$ cat src/rtl/serializer_arbiter.sv
// Round-robin share of one serializer: grant+latch in IDLE, start 1 cycle after req, ack 1 cycle after busy falls.
// Requesters hold req until ack. Define ARB_TIMEOUT_EN to ack with sticky err_o if busy never rises.
module serializer_arbiter #(
  parameter int NUM_REQ        = 4,
  parameter int DATA_SIZE      = 8,
  parameter int TIMEOUT_CYCLES = 4
) (
  input  logic                         clk,
  input  logic                         rst,
  input  logic [NUM_REQ-1:0]           req_i,
  input  logic [NUM_REQ*DATA_SIZE-1:0] data_i,
  output logic [NUM_REQ-1:0]           grant_o,
  output logic [NUM_REQ-1:0]           ack_o,
  output logic                         ser_start_o,
  output logic [DATA_SIZE-1:0]         ser_data_o,
  input  logic                         ser_busy_i,
  output logic                         idle_o,
  output logic                         err_o
);
  localparam int IDX_W = $clog2(NUM_REQ);

  typedef enum logic [2:0] {IDLE, START, WAIT_BUSY, WAIT_DONE, DONE} state_t;

  state_t               state;
  logic [IDX_W-1:0]     ptr;
  logic [IDX_W-1:0]     gnt_idx;
  logic [IDX_W-1:0]     sel_idx;
  logic [IDX_W-1:0]     cand;
  logic                 sel_vld;
  logic [DATA_SIZE-1:0] words [NUM_REQ];

  for (genvar g = 0; g < NUM_REQ; g++) begin : g_words
    assign words[g] = data_i[g*DATA_SIZE +: DATA_SIZE];
  end

  // First requester strictly after the last grant, wrapping around.
  always_comb begin
    sel_idx = '0;
    sel_vld = 1'b0;
    cand    = '0;
    for (int i = 1; i <= NUM_REQ; i++) begin
      cand = IDX_W'((int'(ptr) + i) % NUM_REQ);
      if (!sel_vld && req_i[cand]) begin
        sel_vld = 1'b1;
        sel_idx = cand;
      end
    end
  end

`ifdef ARB_TIMEOUT_EN
  localparam int CNT_W = $clog2(TIMEOUT_CYCLES) + 1;
  logic [CNT_W-1:0] tmo_cnt;
`else
  // TIMEOUT_CYCLES has no effect in this build.
  logic unused_timeout;
  assign unused_timeout = ^TIMEOUT_CYCLES;
  assign err_o          = 1'b0;
`endif

  always_ff @(posedge clk) begin
    if (rst) begin
      state       <= IDLE;
      ptr         <= IDX_W'(NUM_REQ - 1);
      gnt_idx     <= '0;
      grant_o     <= '0;
      ack_o       <= '0;
      ser_start_o <= 1'b0;
      ser_data_o  <= '0;
      idle_o      <= 1'b1;
`ifdef ARB_TIMEOUT_EN
      tmo_cnt     <= '0;
      err_o       <= 1'b0;
`endif
    end else begin
      ack_o       <= '0;
      ser_start_o <= 1'b0;
      case (state)
        IDLE: begin
          if (sel_vld) begin
            gnt_idx     <= sel_idx;
            grant_o     <= NUM_REQ'(1) << sel_idx;
            ser_data_o  <= words[sel_idx];
            ser_start_o <= 1'b1;
            idle_o      <= 1'b0;
            state       <= START;
          end
        end
        START: begin
          state <= WAIT_BUSY;
`ifdef ARB_TIMEOUT_EN
          tmo_cnt <= '0;
`endif
        end
        WAIT_BUSY: begin
          if (ser_busy_i) begin
            state <= WAIT_DONE;
          end
`ifdef ARB_TIMEOUT_EN
          else if (tmo_cnt == CNT_W'(TIMEOUT_CYCLES - 1)) begin
            err_o <= 1'b1;
            ack_o <= grant_o;
            state <= DONE;
          end else begin
            tmo_cnt <= tmo_cnt + 1'b1;
          end
`endif
        end
        WAIT_DONE: begin
          if (!ser_busy_i) begin
            ack_o <= grant_o;
            state <= DONE;
          end
        end
        DONE: begin
          grant_o <= '0;
          ptr     <= gnt_idx;
          idle_o  <= 1'b1;
          state   <= IDLE;
        end
        default: state <= IDLE;
      endcase
    end
  end
endmodule

$ cat config.mk
export PLATFORM = sky130hd
export DESIGN_NAME = serializer_arbiter
export DESIGN_NICKNAME = d
export VERILOG_FILES = /design/src/rtl/serializer_arbiter.sv
export SDC_FILE = /design/constraint.sdc
export NUM_CORES = 1
export LEC_CHECK = 0
export BUFFER_PORTS_ARGS = -buffer_cell sky130_fd_sc_hd__buf_2
export CAP_MARGIN = 20
export CORE_ASPECT_RATIO = 0.9
export CORE_UTILIZATION = 25
export DETAILED_ROUTE_END_ITERATION = 16
export GPL_ROUTABILITY_DRIVEN = 0
export GPL_TIMING_DRIVEN = 1
export PLACE_DENSITY = 0.59
export SLEW_MARGIN = 40
export SYNTH_ARGS = -nofsm -noshare
export SYNTH_HDL_FRONTEND = slang
export SYNTH_SLANG_ARGS = --single-unit
export TNS_END_PERCENT = 100
$ cat constraint.sdc
create_clock -name clk -period 2.3 [get_ports clk]
set_clock_uncertainty 0.05 [all_clocks]
set_input_delay 0.115 -clock clk [delete_from_list [all_inputs] [get_ports clk]]
set_output_delay 0.115 -clock clk [all_outputs]
set_load 0.05 [all_outputs]
==> results by group, run 1 <==
Status
  – Status: completed

Clock tree
  – CTS tree: built
  – H-tree levels: 1
  – CTS root buf: clkbuf_8
  – Cts hold-fix bufs: 0
  – Post-CTS Setup Bufs: 0
  – Post_cts resized: 0
  – Clk pin slew, worst setup/hold paths: 0.09 ns
  – Clk sink count: 25
  – Clock Latency Late Sink: 0.27 ns
  – Num CTS Buffers: 3
  – CTS max path bufs: 2

Critical path
  – Worst EP required: 2.39 ns
  – Worst setup EP type: register
  – Critical Path Start Type: register
  – Reg-to-Reg Start: ptr[1]
  – Worst R2R Setup Slack: 0.41 ns
  – Terminus of the critical flop-to-flop path: ser_data_o[3]
  – R2R depth: 5
  – Crit path max fanout: 11
  – CP Class: reg2reg
  – Worst Path Arrival: 1.98 ns

Place
  – Dpl hpwl: 2331 um
  – IO Port Bufs: 56
  – Placed Cells: 237

Timing
  – Final Max Tran Viols: 0
  – Final hold violations: 0
  – Minimum clock period: 1.889 ns
  – Final setup viols: 0
  – Slew HR: 0.6205
  – Fmax: 0.5293 GHz
  – Fin Setup TNS: 0 ns
  – Worst-Margin Slew: 0.5640 ns
  – RSZ-0062 raised after global routing: false
  – Final Cycle Share: 0.8215

Floorplan
  – # IOs: 58
  – Initial Utilization: 0.2650
  – Die X-Extent: 75.18 um
  – Chip height: 67.86 um
  – Cell Rows: 23
  – Core area: 0.004547 mm^2
  – Die ar.: 0.005102 mm^2

Routing
  – TritonRoute pass-1 iters: 4
  – Avg Vias per Cell: 4.867
  – Drt drc: 0
  – Wirelength, routed: 3082 um
  – Via count: 1173
  – WL per Instance: 12.79 um
  – First DRT Iteration DRCs: 63
  – DRT antenna net count: 0

Finish
  – Layout Nets: 219
  – Util after Layout: 0.3462
  – Number of fill cells: 493
  – Synth-to-layout area growth: 30.63%
  – Layout cells sized above 1: 0.3687
  – Inserted Diodes: 0
  – Final Non-Filler Cells: 241

Synthesis
  – Number of enable flip-flop cells after synthesis: 0
  – Synthesized flop and latch total: 25
  – Synth warn: 0
  – Syn Inst Count: 125
  – Mean Syn Cell Area: 9.639 um^2
  – Register area share after synthesis: 0.4154
  – Most used flip-flop cell after synthesis: dfxtp_1
  – Post-synthesis net count: 164
  – Library cells used by synthesis: 35
  – Post-synth ARST share: 0
  – Post-Syn Area: 0.001205 mm^2

GRT
  – Met1 Use GR: 0.1747
  – Met3 GRT Util: 0.04418
  – Busiest grt layer: met2
  – Gr usage total: 0.1314
  – Largest net degree at the start of global routing: 22
  – Number of global-route vias before repair: 1074
  – GRT overflow: 0
  – Met2 Resource Use GR: 0.2038
  – Global-route wire length before repair: 4954 um
  – Initial antenna violation count: 0

Hold path
  – Hold Crit Class: in2reg
  – Worst min-delay path endpoint: state[2]
  – Hold Path Origin: ser_busy_i
  – Hold path depth: 2

Power and ir drop
  – Max IR drop VDD: 0.2347 mV
  – Pleak: 0.7534 nW
  – Pwr/cell area: 739.2 mW/mm^2

Run
  – MaxCap Viol Count: 0
-- cell type report --
type | count | area [um^2] | area share
multi-input cells | 90 | 646.9 | 0.4110
flip-flops and latches | 25 | 500.5 | 0.3180
repair buffers | 58 | 295.3 | 0.1876
well taps | 62 | 77.57 | 0.04928
clock buffers | 3 | 41.29 | 0.02623
inverters | 2 | 7.507 | 0.004769
clock inverters | 1 | 5.005 | 0.003180
-- sequential cells by signal, indices dropped and copies added (netlist names) --
| signal | count |
|---|---|
| ser_data_o | 8 |
| ack_o | 4 |
| grant_o | 4 |
| state | 3 |
| gnt_idx | 2 |
| ptr | 2 |
| idle_o | 1 |
| ser_start_o | 1 |
-- critical path, cell delays in order (launching register included) --
cell and delay (ns):
dfxtp_1 0.40, nand2_1 0.09, a31oi_1 0.33, nand3_1 0.40
a221oi_1 0.40, a211oi_1 0.10
-- synth_stat cells (2+ instances only) --
master     count  area share
buf_4          2       0.012
a311o_1        2       0.017
a221oi_1       8       0.058
and3_1         8       0.042
nor2_1         9       0.028
nor3_1         2      0.0083
buf_2          2      0.0083
nand2_1        4       0.012
a22oi_1        2       0.012
nor4_1         4       0.021
mux2i_1        9       0.075
a21oi_1        4       0.017
inv_1          2      0.0062
a2bb2oi_1      2       0.015
and2_1         4       0.021
clkbuf_1       3      0.0093
o21bai_1       8       0.050
nand3_1        2      0.0083
a211oi_1       8       0.050
dfxtp_1       25        0.42
-- how the worst max path moves through the flow --
| stage | startpoint | depth (start not counted) | end | slack [ns] |
|---|---|---|---|---|
| floorplan | state[2] | 6 | ser_data_o[0] | 0.69 |
| global placement | ptr[1] | 6 | ser_data_o[2] | 0.44 |
| detailed placement | ptr[1] | 6 | ser_data_o[2] | 0.42 |
| CTS | ptr[1] | 6 | ser_data_o[4] | 0.42 |
| global route | ptr[1] | 5 | ser_data_o[4] | 0.25 |
| finish | ptr[1] | 5 | ser_data_o[3] | 0.41 |
-- through the flow --
stage	cell area, um^2	power [W]	hold WS (ns)	setup slack [ns]
after floorplan	1205	0.0008020	0.1707	0.6889
after global placement	1528	0.0009084	0.3177	0.4381
after CTS	1574	0.001168	0.03418	0.4154
after detailed placement	1528	0.0009087	0.3245	0.4241
after global routing	1574	0.001222	0.03246	0.2472
final	1574	0.001163	0.03538	0.4106
-- per-layer routing --
| metal | wire length, um | up-vias | part of all wire |
|---|---|---|---|
| met5 | 0 | - | 0 |
| li1 | - | 586 | - |
| met4 | 24 | 0 | 0.0078 |
| met3 | 259 | 2 | 0.084 |
| met1 | 1463 | 525 | 0.47 |
| met2 | 1335 | 60 | 0.43 |
-- cell usage in the layout (no fill, tap or decap), types with 2 or more instances in the layout --
master,n
nand3_1,2
a22oi_1,2
and3_1,8
nor4_1,3
a311o_1,2
nand2_1,4
a2bb2oi_1,2
mux2i_1,9
dfxtp_1,25
buf_4,2
buf_2,56
and2_1,4
o21bai_1,8
inv_1,2
a21oi_1,4
a211oi_1,8
clkbuf_8,3
nor2_1,9
nor3_1,2
a221oi_1,8
-- logic make-up (layout without fill, tap and decap cells) --
group,Yosys count,count (layout),share of synthesized area
mux,9,9,0.07477
compound gates,43,43,0.2897
other cells,1,1,0.003112
flops,25,25,0.4154
simple gates,37,37,0.1641
buf+inv,10,64,0.05296
-- power breakdown --
part | internal [W] | total, W | switching (W)
clock network | 0.000121 | 0.000264 | 0.000143
registers | 0.000479 | 0.000510 | 0.0000308
logic | 0.000124 | 0.000389 | 0.000265
No activity file was read; power rests on OpenSTA's default activity.
==> run 2: changes to the inputs <==
PLACE_DENSITY = 0.6   (was 0.59)
clock period = 1.69 ns   (was 2.3 ns; I/O delays follow)
==> run 2 against run 1 <==
Net effect: core utilization increased by 4.2 points; routed wire length increased by 5.5%; final cell count increased by 6.6%; sequential power increased by 36%; largest cell class unchanged; highest routed layer unchanged; first-iteration DRC count decreased by 27%; non-clock buffer count increased by 16; register-to-register slack got worse by 0.31 ns; maximum frequency increased by 19%; power increased by 43%.
==> results by group, run 2 (synthesis gave the netlist of run 1 again) <==
Timing
  – Fmax: 0.6309 GHz
  – Final setup viols: 0
  – Final Cycle Share: 0.9378
  – Final hold violations: 0
  – Final Max Tran Viols: 0
  – RSZ-0062 raised after global routing: false
  – Fin Setup TNS: 0 ns
  – Minimum clock period: 1.585 ns

Critical path
  – R2R depth: 3
  – Worst setup path endpoint: idle_o
  – CP top delay family: simple AND/OR/NAND/NOR gates
  – CP cell instances: or4_1 > buf_4 > a221o_1
  – Worst R2R Setup Slack: 0.11 ns
  – Slowest-stage cell, CP: or4_1
  – Terminus of the critical flop-to-flop path: idle_o
  – Worst setup EP type: register
  – Worst EP required: 1.80 ns
  – Reg-to-Reg Start: state[2]
  – Crit path max fanout: 4
  – CP Class: reg2reg
  – CP max stage delay: 0.60 ns
  – Critical Path Start Type: register
  – Worst path bufs/invs: 1
  – Worst setup path startpoint: state[2]
  – Worst Path Arrival: 1.69 ns
  – WP depth: 3

Power and ir drop
  – Pwr/cell area: 941.4 mW/mm^2
  – Gate power share: 0.368
  – Sw frac: 0.3700
  – Pleak: 0.8497 nW
  – Max IR drop VDD: 0.4527 mV
  – Int Pwr: 0.001046 W
  – Sequential share of power: 0.420
  – Clk pwr share: 0.213
  – Total net switching power: 0.0006141 W

Floorplan
  – Die X-Extent: 75.18 um
  – # IOs: 58
  – Cell Rows: 23
  – Core area: 0.004547 mm^2
  – Die ar.: 0.005102 mm^2
  – Initial Utilization: 0.2650
  – Chip height: 67.86 um

Routing
  – Via count: 1228
  – Met3 routed WL: 234 um
  – WL per Instance: 12.66 um
  – Avg Vias per Cell: 4.778
  – Wirelength, routed: 3253 um
  – Drt drc: 0
  – TritonRoute pass-1 iters: 4
  – Met2 WL: 1363 um
  – First DRT Iteration DRCs: 46
  – DRT antenna net count: 0
  – Routed length on met1: 1636 um
  – Top sig layer: met4

Run
  – MaxCap Viol Count: 0

Clock tree
  – H-tree levels: 1
  – CTS tree: built
  – Clk pin slew, worst setup/hold paths: 0.09 ns
  – Clock Latency Late Sink: 0.27 ns
  – CTS max path bufs: 2
  – CTS root buf: clkbuf_8
  – Clk sink count: 25
  – Num CTS Buffers: 3

Hold path
  – Hold Crit Class: in2reg

Finish
  – Inserted Diodes: 0
  – Area of the multi-input gates: 700.7 um^2
  – Max reg flops: 8
  – Most frequent cells in the layout: buf_2, dfxtp_1, buf_4
  – Final instance area: 0.001763 mm^2
  – Most common cell after layout, fill and taps aside: buf_2
  – Synth-to-layout area growth: 46.31%
  – Top Registers: ser_data_o x8, ack_o x4, grant_o x4
  – Reg area: 501.7 um^2
  – Top reg by flops: ser_data_o
  – Number of fill cells: 490
  – Layout Nets: 235
  – Util after Layout: 0.3877
  – Layout cells sized above 1: 0.4564

Place
  – Dpl hpwl: 2430 um
  – Post-DP Area: 0.001625 mm^2
  – IO Port Bufs: 56

GRT
  – GRT overflow: 0
  – Number of global-route vias before repair: 1093
  – Gr usage total: 0.1326
  – Global-route wire length before repair: 5099 um
  – Largest net degree at the start of global routing: 22
  – Initial antenna violation count: 0

Status
  – Status: completed
-- run 2: final cells by class --
type,count,area share
Clock buffer,4,0.02555
Inverter,2,0.004258
Multi-Input combinational cell,90,0.3974
Sequential cell,25,0.2846
Tap cell,62,0.04400
Timing Repair Buffer,74,0.2441
-- run 2: layer usage --
metal | up-vias | GRT usage
met2 | 52 | 0.2061
met5 | - | 0
met4 | 0 | 0.02083
met3 | 2 | 0.04418
li1 | 622 | -
met1 | 552 | 0.1821
-- run 2: worst min path at each step --
stage / from / endpoint / slack, ns / cells past startpoint
4_1_cts: data_i[13] / ser_data_o[5] / 0.1 / 3
3_5_place_dp: ser_busy_i / state[2] / 0.26 / 2
2_1_floorplan: rst / state[2] / 0.14 / 1
3_3_place_gp: ser_busy_i / state[2] / 0.27 / 2
6_report: data_i[13] / ser_data_o[5] / 0.1 / 3
5_1_grt: data_i[15] / ser_data_o[7] / 0.11 / 3
-- run 2: through the flow --
| stage | total power, W | worst slack (ns) | cells | hold slack (ns) |
|---|---|---|---|---|
| detailed placement | 0.001271 | 0.01036 | 250 | 0.2555 |
| global placement | 0.001269 | 0.08696 | 250 | 0.2678 |
| floorplan | 0.001092 | 0.07886 | 125 | 0.1402 |
| CTS | 0.001629 | 0.03779 | 255 | 0.09827 |
| finish | 0.001660 | 0.1051 | 257 | 0.09781 |
| global route | 0.001743 | 0.01894 | 257 | 0.1093 |
-- run 2: power groups by stage --
stage | sequential (W) | combinational (W) | clock (W)
6_report | 0.000696 | 0.000610 | 0.000353
5_1_grt | 0.000706 | 0.000654 | 0.000382
4_1_cts | 0.000696 | 0.000572 | 0.000361
3_5_place_dp | 0.000706 | 0.000565 | 0
3_3_place_gp | 0.000708 | 0.000560 | 0
2_1_floorplan | 0.000868 | 0.000224 | 0
-- run 2: repair_timing --
item	4_1_cts	5_1_grt
hold buffers	1	0
pin swaps	0	3
resized for setup	1	9
endpoints found under the hold margin	1	0
gates cloned	0	0
setup buffers	0	2
setup endpoints to repair	1	9
-- run 2: worst min-delay path, cell delays in order --
cell and delay (ns):
buf_2 0.10, mux2i_1 0.11, a211oi_1 0.08
